==> src/rtl/mux_demux_scheduler_pkg.sv <==
// Shared types and helpers for the mux/demux path scheduler.
package mux_demux_pkg;

  typedef enum logic [1:0] {
    IDLE  = 2'd0,
    SETUP = 2'd1,
    XFER  = 2'd2,
    DONE  = 2'd3
  } state_t;

  // Widest lane count the one-hot helper can encode.
  localparam int unsigned MAX_LANES = 64;

  // Select width for an n-way index; never narrower than one bit.
  function automatic int unsigned idx_w(input int unsigned n);
    return (n < 2) ? 1 : $clog2(n);
  endfunction

  function automatic logic [MAX_LANES-1:0] onehot(input int unsigned idx);
    return MAX_LANES'(1) << idx;
  endfunction

endpackage

==> src/rtl/mux_demux_scheduler_rr_arbiter.sv <==
// Combinational round-robin arbiter: first requester after rr_ptr, wrapping.
module rr_arbiter
  import mux_demux_pkg::*;
#(
  parameter int unsigned N = 8
) (
  input  logic [N-1:0]          req,
  input  logic [idx_w(N)-1:0]   rr_ptr,
  output logic [idx_w(N)-1:0]   gnt_idx,
  output logic                  gnt_valid
);

  localparam int unsigned IW = idx_w(N);

  // Scan N candidates starting one past the last winner; first hit wins.
  always_comb begin
    gnt_valid = 1'b0;
    gnt_idx   = '0;
    for (int unsigned k = 1; k <= N; k++) begin
      if (!gnt_valid && req[(32'(rr_ptr) + k) % N]) begin
        gnt_valid = 1'b1;
        gnt_idx   = IW'((32'(rr_ptr) + k) % N);
      end
    end
  end

endmodule

==> src/rtl/mux_demux_scheduler.sv <==
// Time-shares the N-to-M mux/demux datapath: arbitrates one source, holds its
// path for BURST beats (stalling on destination backpressure), pulses done.
module mux_demux_scheduler
  import mux_demux_pkg::*;
#(
  parameter int unsigned N     = 8,
  parameter int unsigned M     = 8,
  parameter int unsigned BURST = 4
) (
  input  logic                      clk,
  input  logic                      rst_n,
  input  logic [N-1:0]              req,
  input  logic [N*idx_w(M)-1:0]     dest,
  input  logic [M-1:0]              dst_ready,
  output logic [idx_w(N)-1:0]       sel_mux,
  output logic [idx_w(M)-1:0]       sel_demux,
  output logic [N-1:0]              grant,
  output logic                      path_en,
  output logic [N-1:0]              done,
  output logic                      busy
);

  localparam int unsigned IW = idx_w(N);
  localparam int unsigned SW = idx_w(M);
  localparam int unsigned CW = $clog2(BURST + 1);
  localparam logic [CW-1:0] LAST_BEAT = CW'(BURST - 1);

  state_t          state_q, state_d;
  logic [IW-1:0]   rr_ptr_q, rr_ptr_d;
  logic [IW-1:0]   sel_mux_q, sel_mux_d;
  logic [SW-1:0]   sel_demux_q, sel_demux_d;
  logic [N-1:0]    grant_q, grant_d;
  logic [CW-1:0]   beat_q, beat_d;

  logic [IW-1:0]   arb_idx;
  logic            arb_valid;

  rr_arbiter #(.N(N)) u_arb (
    .req       (req),
    .rr_ptr    (rr_ptr_q),
    .gnt_idx   (arb_idx),
    .gnt_valid (arb_valid)
  );

  // The winner is identified by sel_mux_q for the whole grant.
  assign path_en   = (state_q == XFER) && dst_ready[sel_demux_q];
  assign done      = (state_q == DONE) ? grant_q : '0;
  assign busy      = (state_q != IDLE);
  assign grant     = grant_q;
  assign sel_mux   = sel_mux_q;
  assign sel_demux = sel_demux_q;

  // Next-state: arbitration, settle, beat counting, abort and completion.
  always_comb begin
    state_d     = state_q;
    rr_ptr_d    = rr_ptr_q;
    sel_mux_d   = sel_mux_q;
    sel_demux_d = sel_demux_q;
    grant_d     = grant_q;
    beat_d      = beat_q;
    unique case (state_q)
      IDLE: begin
        if (arb_valid) begin
          state_d     = SETUP;
          grant_d     = N'(onehot(32'(arb_idx)));
          sel_mux_d   = arb_idx;
          sel_demux_d = dest[arb_idx*SW +: SW];
        end
      end
      SETUP, XFER: begin
        // Withdrawn request beats a final beat on the same edge: no done.
        if (!req[sel_mux_q]) begin
          state_d  = IDLE;
          grant_d  = '0;
          beat_d   = '0;
          rr_ptr_d = sel_mux_q;
        end else if (state_q == SETUP) begin
          state_d = XFER;
        end else if (path_en) begin
          if (beat_q == LAST_BEAT) begin
            beat_d  = '0;
            state_d = DONE;
          end else begin
            beat_d = beat_q + 1'b1;
          end
        end
      end
      DONE: begin
        state_d  = IDLE;
        grant_d  = '0;
        rr_ptr_d = sel_mux_q;
      end
      default: state_d = IDLE;
    endcase
  end

  // State registers; rr_ptr resets to N-1 so source 0 has first priority.
  always_ff @(posedge clk or negedge rst_n) begin
    if (!rst_n) begin
      state_q     <= IDLE;
      rr_ptr_q    <= IW'(N - 1);
      sel_mux_q   <= '0;
      sel_demux_q <= '0;
      grant_q     <= '0;
      beat_q      <= '0;
    end else begin
      state_q     <= state_d;
      rr_ptr_q    <= rr_ptr_d;
      sel_mux_q   <= sel_mux_d;
      sel_demux_q <= sel_demux_d;
      grant_q     <= grant_d;
      beat_q      <= beat_d;
    end
  end

endmodule

==> config.mk <==
export PLATFORM = sky130hd
export DESIGN_NAME = mux_demux_scheduler
export DESIGN_NICKNAME = d
export VERILOG_FILES = /design/src/rtl/mux_demux_scheduler_pkg.sv /design/src/rtl/mux_demux_scheduler_rr_arbiter.sv /design/src/rtl/mux_demux_scheduler.sv
export SDC_FILE = /design/constraint.sdc
export NUM_CORES = 1
export LEC_CHECK = 0
export CORE_ASPECT_RATIO = 1.25
export CORE_MARGIN = 4
export CORE_UTILIZATION = 45
export CTS_CLUSTER_SIZE = 14
export DETAILED_ROUTE_END_ITERATION = 8
export PLACE_DENSITY = 0.76
export SYNTH_ARGS = -nofsm -noshare
export SYNTH_HDL_FRONTEND = slang
export SYNTH_SLANG_ARGS = --single-unit
export TNS_END_PERCENT = 1
==> constraint.sdc <==
create_clock -name clk -period 9 [get_ports clk]
set_input_delay 2.25 -clock clk [delete_from_list [all_inputs] [get_ports clk]]
set_output_delay 2.25 -clock clk [all_outputs]
set_load 0.005 [all_outputs]
==> flow_summary.ini <==
[synthesis]
synth_edf_count = 0
syn_inst = 272
synth_cell_types = 61
avgSynthCellArea_um2 = 9.28
synthesis.area_um2 = 2520
async_flop_share = 1.00
syn_nets = 321
synth_seq_cells = 22
ys_seq_area_frac = 0.220
ys.warnings.count = 0
synth_top_flop_cell = dfrtp_1

[setup_path]
start_kind = input pin
cp_max_fo = 3
worstPathCellList = clkdlybuf4s50_1, mux4_2, mux2_2, nand2_1, inv_1, clkdlybuf4s50_1
critical_path_class = input pin to output pin
crit_required_ps = 6750
worst_path_largest_cell_delay_ps = 470
worstPathArrival_ps = 3990
endpoint_kind = output pin
cp_common_cell = clkdlybuf4s50_1
slowest_stage = mux4_2

[timing]
setup_slack_ps = 2760
setup-tns-final_ps = 0
setup_viol = 0
maxSlewHeadroom = 0.360
rsz0062_at_grt = no
hold_violations = 0
max_freq_mhz = 160
final.min_clock_period_ps = 6240
fin_crit_sh = 0.694
finClkSkew_ps = 3.92
drv_slew = 0
worst_slew_pin_slew_ps = 956

[final_layout]
num-fill-cells = 471
num-nets-final = 372
final_cells = 386
area_growth_pct = 27.9
fin_util = 0.593
final_common_cell = clkdlybuf4s50_1
mostFrequentLayoutCells = 65 x clkdlybuf4s50_1, 30 x nand2_1, 24 x mux2i_1, 19 x dfrtp_1, 15 x mux4_2
diodes = 0
drive_gt1_frac = 0.109

[clocking]
cts_tree = done
htree_levels = 1
cts.hold.buffers_added = 0
cts-resized-gates = 0
cts_sinks = 22
cts_setup_buffers = 0
clk_pin_slew_ps = 80
clock_path_buffers = 2
clk_latency_ps = 260
cts_root_buf = clkbuf_8
cts_buffers = 3

[status]
status = finished clean

[flow_run]
drv_cap = 0

[detailed_routing]
firstDrtPassIters = 4
routed_wire_length_per_instance_um = 16.8
drc_errors = 0
wirelength_mm = 6.49
vias_per_cell = 6.22
ant_nets = 0
drt-initial-drc-count = 143
dr_total_vias = 2402

[min_path]
holdCritPathClass = flop to flop

[floorplanning]
ios = 66
die_x_um = 75.0
row_count = 30
initial_utilization = 0.464
die_y_um = 91.7
dieArea_um2 = 6880
core_area_um2 = 5440

[place]
dp_cells = 382
gp_congestion = 0.879
dp_hpwl_mm = 5.12
place_ws_ps = 2740
portBuffers = 65

[global_route]
grt-ovfl-total = 0
grt_antenna_before_repair = 0
grt_pass1_vias = 2383
grt_max_degree = 30
groute.usage.overall = 0.193
grt_pass1_wl_mm = 10.9

[power_and_ir_drop]
vdd.ir_drop.worst_uv = 285
powerDensity_nw_per_um2 = 406
p_leak_nw = 1.28
## final cells by class
| type | instances | area [um2] | area share |
|---|---|---|---|
| clock buffers | 3 | 41.3 | 0.0128 |
| inverters | 13 | 48.8 | 0.0151 |
| well taps | 64 | 80.1 | 0.0248 |
| flip-flops and latches | 22 | 554 | 0.172 |
| repair buffers | 66 | 658 | 0.204 |
| multi-input cells | 217 | 1810 | 0.562 |
| clock inverters | 1 | 30.0 | 0.00931 |
## cells in the mapped netlist (all sizes together) (4+ instances only)
cell / n / share of area
a21oi: 9 / 0.018
a21boi: 4 / 0.012
a32o: 7 / 0.028
nor2: 12 / 0.018
o221ai: 5 / 0.022
o22ai: 4 / 0.0099
mux2i: 24 / 0.095
nand3: 7 / 0.014
nand2: 30 / 0.045
and3: 4 / 0.0099
o31ai: 5 / 0.015
dfrtp: 19 / 0.19
buf: 15 / 0.034
o21ai: 12 / 0.024
inv: 13 / 0.019
clkbuf: 5 / 0.0079
o211ai: 4 / 0.014
mux4: 15 / 0.13
and2: 8 / 0.020
nor3: 8 / 0.016
ha: 7 / 0.035
## per-layer routing
layer | track usage | routed length [um] | up-vias | part of all wire
li1 | - | - | 1150 | -
met1 | 0.244 | 2610 | 1161 | 0.40
met2 | 0.339 | 3350 | 82 | 0.52
met3 | 0.0197 | 435 | 9 | 0.067
met4 | 0.0504 | 89 | 0 | 0.014
met5 | 0 | 0 | - | 0
## final timing paths
path                       slack [ps]  cells after the start    startpoint      endpoint
max                              2760                      6  dst_ready[7]       path_en
min                               480                      1     beat_q[2]     beat_q[2]
max reg2reg                      4070                     10   rr_ptr_q[0]  sel_demux[2]
min reg2reg                       480                      1     beat_q[2]     beat_q[2]
max in group asynchronous        5920                      1         rst_n      grant[0]
min in group asynchronous        2500                      1         rst_n      grant[6]
## sequential cells by signal, indices dropped and copies added (netlist names)
signal     count
grant          8
sel_demux      3
beat_q         3
state_q        2
sel_mux        3
rr_ptr_q       3
## cell families after synthesis
family                     share of synthesized area
xor gates and xnor gates                      0.0139
muxes                                          0.244
AOI/OAI and AO/OA                              0.254
DFF                                            0.220
and+or+nand+nor                                0.172
buffers and inverters                         0.0615
adders and majority gates                     0.0347
## per-stage QoR
stage	total power, mW	instance area, um2	hold WS [ps]
floorplan	0.991	2520	449
global placement	1.19	3160	463
detailed placement	1.21	3160	467
CTS	1.31	3230	486
global route	1.43	3230	505
finish	1.31	3230	482
## critical path, delay by kind of cell
kind	cells	cell delay [ps]
AND/OR/NAND/NOR	1	100
multiplexers	2	760
buffers and inverters	3	880
## power breakdown
| part | internal [mW] | switching, mW |
|---|---|---|
| Combinational | 0.454 | 0.541 |
| Clock | 0.0594 | 0.0319 |
| Sequential | 0.146 | 0.0790 |
| Total | 0.660 | 0.652 |
(Power assumes the default switching activity.)
